File: config.mk
export PLATFORM = sky130hd
export DESIGN_NAME = wrptr_full_flat
export DESIGN_NICKNAME = d
export VERILOG_FILES = /design/src/rtl/wrptr_full_if.sv /design/src/rtl/wrptr_full.sv /design/src/flat_wrapper.sv
export SDC_FILE = /design/constraint.sdc
export NUM_CORES = 1
export LEC_CHECK = 0
export ABC_AREA = 1
export CAP_MARGIN = 20
export CORE_MARGIN = 10
export CORE_UTILIZATION = 46
export DETAILED_ROUTE_END_ITERATION = 10
export PLACE_DENSITY = 0.87
export RECOVER_POWER = 25
export SETUP_SLACK_MARGIN = 0.15
export SYNTH_ARGS = -nofsm -noshare
export SYNTH_HDL_FRONTEND = slang
export SYNTH_SLANG_ARGS = --single-unit
File: constraint.sdc
create_clock -name wr_clk -period 2.3 [get_ports wr_clk]
set_input_delay 0.69 -clock wr_clk [delete_from_list [all_inputs] [get_ports wr_clk]]
set_output_delay 0.69 -clock wr_clk [all_outputs]
set_load 0.03 [all_outputs]
File: src/rtl/wrptr_full_if.sv
// Write-side FIFO pointer bus: request/clear in, RAM write port and fill status out.
// The master drives requests and the synchronized read pointer; the slave reports status.
interface wrptr_full_if #(
    parameter int ADDRSIZE = 8
);
    logic                wr_en;
    logic                overflow_clr;
    logic [ADDRSIZE:0]   rd_ptr_sync;
    logic [ADDRSIZE-1:0] wr_addr;
    logic                wr_mem_en;
    logic [ADDRSIZE:0]   wr_gray_ptr;
    logic                full;
    logic                almost_full;
    logic [ADDRSIZE:0]   wr_level;
    logic                overflow;

    modport master (
        output wr_en, overflow_clr, rd_ptr_sync,
        input  wr_addr, wr_mem_en, wr_gray_ptr, full, almost_full, wr_level, overflow
    );

    modport slave (
        input  wr_en, overflow_clr, rd_ptr_sync,
        output wr_addr, wr_mem_en, wr_gray_ptr, full, almost_full, wr_level, overflow
    );
endinterface

File: src/rtl/wrptr_full.sv
// Async FIFO write pointer and full/almost-full/level/overflow status; flags update on the accepting edge.
// Writes while full are dropped (no strobe) and latch sticky overflow; release of full is pessimistic.
module wrptr_full #(
    parameter int ADDRSIZE     = 8,
    parameter int AFULL_THRESH = 4
) (
    input  logic          wr_clk,
    input  logic          wr_rst,
    wrptr_full_if.slave   bus
);
    localparam int A = ADDRSIZE;
    localparam logic [A:0] DEPTH_V     = {1'b1, {A{1'b0}}};
    localparam logic [A:0] AFULL_LIMIT = DEPTH_V - (A+1)'(AFULL_THRESH);

    logic [A:0] wr_bin;
    logic [A:0] wr_gray;
    logic       full_q;
    logic       afull_q;
    logic [A:0] level_q;
    logic       ovf_q;

    logic       mem_en;
    logic [A:0] wr_bin_next;
    logic [A:0] wr_gray_next;
    logic [A:0] rd_bin_sync;
    logic [A:0] level_next;
    logic [A:0] full_match;
    logic       full_next;

    assign mem_en       = bus.wr_en & ~full_q;
    assign wr_bin_next  = wr_bin + {{A{1'b0}}, mem_en};
    assign wr_gray_next = wr_bin_next ^ (wr_bin_next >> 1);

    // Gray-to-binary: each bit is the XOR of itself and every more-significant bit.
    always_comb begin
        rd_bin_sync = '0;
        for (int i = 0; i <= A; i++) begin
            rd_bin_sync[i] = ^(bus.rd_ptr_sync >> i);
        end
    end

    // Full when the write pointer is exactly one lap ahead: top two Gray bits inverted.
    assign full_match = {~bus.rd_ptr_sync[A:A-1], bus.rd_ptr_sync[A-2:0]};
    assign full_next  = (wr_gray_next == full_match);
    assign level_next = wr_bin_next - rd_bin_sync;

    always_ff @(posedge wr_clk or posedge wr_rst) begin
        if (wr_rst) begin
            wr_bin  <= '0;
            wr_gray <= '0;
            full_q  <= 1'b0;
            afull_q <= 1'b0;
            level_q <= '0;
            ovf_q   <= 1'b0;
        end else begin
            wr_bin  <= wr_bin_next;
            wr_gray <= wr_gray_next;
            full_q  <= full_next;
            afull_q <= (level_next >= AFULL_LIMIT);
            level_q <= level_next;
            if (bus.wr_en && full_q) begin
                ovf_q <= 1'b1;
            end else if (bus.overflow_clr) begin
                ovf_q <= 1'b0;
            end
        end
    end

    assign bus.wr_addr     = wr_bin[A-1:0];
    assign bus.wr_mem_en   = mem_en;
    assign bus.wr_gray_ptr = wr_gray;
    assign bus.full        = full_q;
    assign bus.almost_full = afull_q;
    assign bus.wr_level    = level_q;
    assign bus.overflow    = ovf_q;
endmodule

File: src/flat_wrapper.sv
// flat-port wrapper written by rule: the top's interface ports become plain ports
module wrptr_full_flat 
#(
    parameter int ADDRSIZE     = 8,
    parameter int AFULL_THRESH = 4
)
  (wr_clk, wr_rst, bus_wr_en, bus_overflow_clr, bus_rd_ptr_sync, bus_wr_addr, bus_wr_mem_en, bus_wr_gray_ptr, bus_full, bus_almost_full, bus_wr_level, bus_overflow);
  wrptr_full_if #(.ADDRSIZE(ADDRSIZE)) bus_i ();
  input  logic wr_clk;
  input  logic wr_rst;
  input wire logic [$bits(bus_i.wr_en)-1:0] bus_wr_en;
  input wire logic [$bits(bus_i.overflow_clr)-1:0] bus_overflow_clr;
  input wire logic [$bits(bus_i.rd_ptr_sync)-1:0] bus_rd_ptr_sync;
  output wire logic [$bits(bus_i.wr_addr)-1:0] bus_wr_addr;
  output wire logic [$bits(bus_i.wr_mem_en)-1:0] bus_wr_mem_en;
  output wire logic [$bits(bus_i.wr_gray_ptr)-1:0] bus_wr_gray_ptr;
  output wire logic [$bits(bus_i.full)-1:0] bus_full;
  output wire logic [$bits(bus_i.almost_full)-1:0] bus_almost_full;
  output wire logic [$bits(bus_i.wr_level)-1:0] bus_wr_level;
  output wire logic [$bits(bus_i.overflow)-1:0] bus_overflow;
  assign bus_i.wr_en = bus_wr_en;
  assign bus_i.overflow_clr = bus_overflow_clr;
  assign bus_i.rd_ptr_sync = bus_rd_ptr_sync;
  assign bus_wr_addr = bus_i.wr_addr;
  assign bus_wr_mem_en = bus_i.wr_mem_en;
  assign bus_wr_gray_ptr = bus_i.wr_gray_ptr;
  assign bus_full = bus_i.full;
  assign bus_almost_full = bus_i.almost_full;
  assign bus_wr_level = bus_i.wr_level;
  assign bus_overflow = bus_i.overflow;
  wrptr_full #(.ADDRSIZE(ADDRSIZE), .AFULL_THRESH(AFULL_THRESH)) u_core (.wr_clk(wr_clk), .wr_rst(wr_rst), .bus(bus_i));
endmodule
==> results by group, run 1 <==
Placement
  • GP Congestion: 0.852
  • DP Wirelength: 4.62 mm
  • Dpl cells: 408
  • Port-buffer cells: 42

Run status
  • Status: did not finish
  • Error: [ERROR DPL-0038] Utilization greater than 100%, impossible to legalize
  • Stop stage: global routing (5_1_grt)

Clock network
  • H-tree lvl count: 2
  • Max Root-Sink Buffers: 2
  • Clock buffer count from CTS: 5
  • Clock Tree Root: clkbuf_8
  • Clock sinks: 29

Floorplanning
  • Die height: 85.4 um
  • Initial Util: 48.4%
  • # rows: 23
  • Io pins: 43
  • Die width: 85.4 um

Synth
  • Synth unique cells: 28
  • Sequential area share after synthesis: 36.9%
  • Mapped Avg Cell Area: 7.76 um2
  • #FFs+latches synth: 29
  • Post-Syn Area: 1960 um2
  • Yosys warnings: 0
  • Post-synth net total: 278
  • Synth Instances: 253

Timing
  • Worst End Pin Type: register data pin
  • Crit. endpoint post-GRT repair: u_core.bus.almost_full$_DFF_PP0_/D

Global route
  • Largest net degree at the start of global routing: 30
-- repair_timing --
action | CTS
endpoints found under the hold margin | 0
pin swaps | 38
resized for setup | 99
hold buffers | 0
buffers inserted | 16
endpoints found under the setup margin | 26
-- cells by family after synthesis --
| logic type | count (synthesis) | share of synthesized area (%) |
|---|---|---|
| xor gates and xnor gates | 25 | 13.2 |
| DFF | 29 | 36.9 |
| AOI/OAI and AO/OA | 9 | 2.74 |
| adders and majority gates | 12 | 8.03 |
| buffers and inverters | 45 | 8.66 |
| and+or+nand+nor | 133 | 30.4 |
-- cell usage after synthesis --
library cell	n	area share, %
a21boi_0	1	0.38
a21boi_1	1	0.38
a21o_2	1	0.45
a21oi_1	4	1.0
buf_2	1	0.25
dfrtp_1	29	37
fa_1	1	1.0
ha_1	11	7.0
inv_1	40	7.6
inv_2	4	0.76
nand2_1	81	15
nand2_2	5	1.6
nand3_1	24	6.1
nand3_2	4	2.0
nand3b_1	2	0.76
nand4_1	1	0.32
nor2_1	10	1.9
nor2_2	2	0.64
nor2_4	1	0.57
nor4_1	1	0.32
o21ai_0	2	0.51
or2_1	1	0.32
or2_2	1	0.32
xnor2_1	5	2.2
xnor2_2	1	0.83
xor2_1	16	7.1
xor2_2	2	1.7
xor2_4	1	1.4
-- stage by stage --
stage	hold WS (ps)	util, %	setup slack [ps]	cell area (um2)	TNS (ps)
CTS	568	88.5	-331	3590	-1680
detailed placement	556	77.1	-1130	3130	-14290
global placement	516	77.1	-996	3130	-12800
floorplan	654	-	-406	2170	-1520
==> inputs of run 2 (changes only) <==
Settings changed: CORE_UTILIZATION 46 to 40, PLACE_DENSITY 0.87 to unset, PLACE_DENSITY_LB_ADDON set to 0.15, SETUP_SLACK_MARGIN 0.15 to unset.
Clock period 2.3 ns to 3 ns, I/O delays scaled along.
==> run 2 against run 1 <==
The flow now finishes, with violations (max-capacitance violations, max-slew violations). Synthesized area is the same. Synthesized cell count is the same.
==> results by group, run 2 <==
Timing
  • Final hold viol count: 0
  • Final Skew: 8.55 ps
  • Slew Limit Fails: 30
  • Slew @ Worst Pin: 1570 ps
  • Rel. slew slack: -4.69%
  • Final Cycle Share: 95.4%
  • Worst hold slack: 524 ps
  • FMAX: 0.349 GHz
  • Setup violators final: 0
  • Minimum clock period: 2860 ps
  • Setup TNS: 0 ps

Clock network
  • CTS clk-pin slew, worst paths: 70 ps
  • Max Root-Sink Buffers: 2
  • Worst-skew pair later-pin latency: 290 ps
  • CTS tree: yes
  • Clock sinks: 29
  • H-tree lvl count: 2
  • Hold buffers post-CTS: 0
  • Clock Tree Root: clkbuf_8
  • Clock buffer count from CTS: 5

Critical path
  • Nature of the critical path endpoint: flop
  • Worst setup SP type: input pin
  • Worst Path Max Fanout: 3
  • Arrival time at the worst endpoint: 3040 ps
  • CP Class: in2reg
  • WP data required: 3170 ps

Floorplanning
  • Die Area: 8110 um2
  • Die height: 90.1 um
  • Io pins: 43
  • Die width: 90.1 um
  • # rows: 25
  • Core Area: 4750 um2
  • Initial Util: 41.3%

Global route
  • GR peak layer: met2
  • Total GRT Usage: 13.1%
  • Gr ovfl total: 0
  • Met1 usage: 13.9%
  • Met2 Use GR: 23.7%
  • Antenna violations before repair: 0
  • Met3 Use GR: 3.82%
  • First-pass GRT wire length: 8.82 mm
  • Vias in the first global route: 2016
  • Largest net degree at the start of global routing: 30

Synth
  • Mapped Avg Cell Area: 7.76 um2
  • Sequential area share after synthesis: 36.9%
  • Yosys warnings: 0
  • Post-Syn Area: 1960 um2
  • Ys flop type: dfrtp_1
  • Count leader, synth: nand2_1
  • Synth unique cells: 28
  • #FFs+latches synth: 29
  • Post-synth net total: 278
  • Post-synth EDFFs: 0
  • Synth Instances: 253
  • Largest area contributor in the netlist: dfrtp_1
  • Post-synth ARST share: 100%
  • Top post-synthesis cells by area: dfrtp_1 (37%), nand2_1 (15%), inv_1 (7.6%), xor2_1 (7.1%), ha_1 (7.0%)
  • Commonest cells post-synth: nand2_1 (81), inv_1 (40), dfrtp_1 (29)
  • Share of the synthesized area in the top cell type: 36.9%

Detailed routing
  • Avg WL per Cell: 12.0 um
  • Post-route ant nets: 0
  • DR iter-0 viols: 57
  • Via count: 1948
  • DRC viols: 0
  • Vias per cell: 4.50
  • Post-Route WL: 5.22 mm
  • Drt pass-1 iters: 4

Cells and area
  • FILL cells: 417
  • Layout cell share with drive strength beyond 1: 38.3%
  • Area growth from synthesis to layout: 64.0%
  • Final instance area: 3220 um2
  • Post-Layout Cell Count: 433
  • Final net count: 390
  • Most frequent cells in the layout: nand2_1 (64), buf_4 (63), inv_1 (36)
  • Commonest non-fill, non-tap cell in the layout: nand2_1
  • Diodes inserted: 0

Placement
  • Placed instance area: 2960 um2
  • Port-buffer cells: 42
  • GP Congestion: 0.819
  • DP Wirelength: 4.03 mm
  • Dpl cells: 416

Power
  • Total chip power: 3490 uW
  • Pleak: 0.00170 uW
  • PwrDens: 1080 nW/um2
  • Worst IR Drop VDD: 0.542 mV

Run status
  • Status: finished, violations left
  • Failing checks: max-capacitance violations, max-slew violations

Min path
  • Hold Path Class: reg2reg

Flow run
  • Max_cap viols: 1
==> run 2: cell counts after synthesis <==
Identical to the previous run, type by type.
==> run 2: power breakdown <==
part	total (uW)	switching [uW]	internal, uW	leakage [uW]
clock	362	155	207	0.0000542
combinational	2460	1290	1160	0.00129
sequential	674	105	568	0.000353
total	3490	1550	1940	0.00170
==> run 2: cells by family (layout without fill, tap and decap cells) <==
group,Yosys count,after routing,share of synthesized area [%]
buffers and inverters,45,158,8.66
flip-flops,29,29,36.9
AND/OR/NAND/NOR,133,133,30.4
XOR/XNOR,25,25,13.2
AO/OA/AOI/OAI,9,9,2.74
adder cells (fa/ha/maj),12,12,8.03
==> run 2: through the flow <==
step                      util [%]  setup WS (ps)
after floorplan                  -           10.5
after global placement        62.2           -467
after detailed placement      62.2           -547
after CTS                     65.7           43.6
after global routing          67.8          -44.5
final                         67.8            139
==> run 2: critical path, cell delays in order <==
cell	delay, ps
dlygate4sd2_1	270
inv_1	80
nand2_1	70
nand2_2	130
xor2_2	160
xor2_1	150
inv_1	80
ha_4	170
fa_2	360
inv_2	70
nand2_2	60
nand2_2	80
nand3_2	80
nand2_2	80
nand2_1	60
nand2_1	50
nand2_1	50
nand2_2	60
nand2_1	50
==> run 2: per-layer routing <==
metal | wire length, um | vias up | part of all wire (%)
met3 | 259 | 7 | 5.0
met5 | 0 | - | 0
li1 | - | 993 | -
met2 | 2720 | 39 | 52
met1 | 2150 | 909 | 41
met4 | 86 | 0 | 1.6
==> run 2: cell type report <==
class | count | area [um2] | area share, %
repair buffers | 106 | 865 | 26.8
inverters | 44 | 165 | 5.13
well taps | 67 | 83.8 | 2.60
multi-input cells | 179 | 1280 | 39.8
clock inverters | 1 | 5.00 | 0.155
flip-flops and latches | 29 | 726 | 22.5
clock buffers | 7 | 96.3 | 2.99
==> run 2: final timing paths <==
kind | from | endpoint | slack, ps | cells after the start
max in group asynchronous | wr_rst | u_core.bus.wr_level[4]$_DFF_PP0_ | 490 | 3
worst min register to register | u_core.bus.overflow$_DFFE_PP0P_ | u_core.bus.overflow$_DFFE_PP0P_ | 520 | 2
min in group asynchronous | wr_rst | u_core.bus.wr_gray_ptr[5]$_DFF_PP0_ | 1600 | 3
worst max register to register | u_core.bus.full$_DFF_PP0_ | u_core.bus.full$_DFF_PP0_ | 600 | 15
worst max-delay path | bus_rd_ptr_sync[2] | u_core.bus.almost_full$_DFF_PP0_ | 140 | 19
worst min-delay path | u_core.bus.overflow$_DFFE_PP0P_ | u_core.bus.overflow$_DFFE_PP0P_ | 520 | 2
==> run 2: what timing repair did <==
| item | CTS | global route |
|---|---|---|
| gates resized for setup | 25 | 34 |
| pin swaps | 9 | 12 |
| setup buffers | 3 | 6 |
| setup endpoints to repair | 7 | 4 |
(Power assumes the default switching activity.)
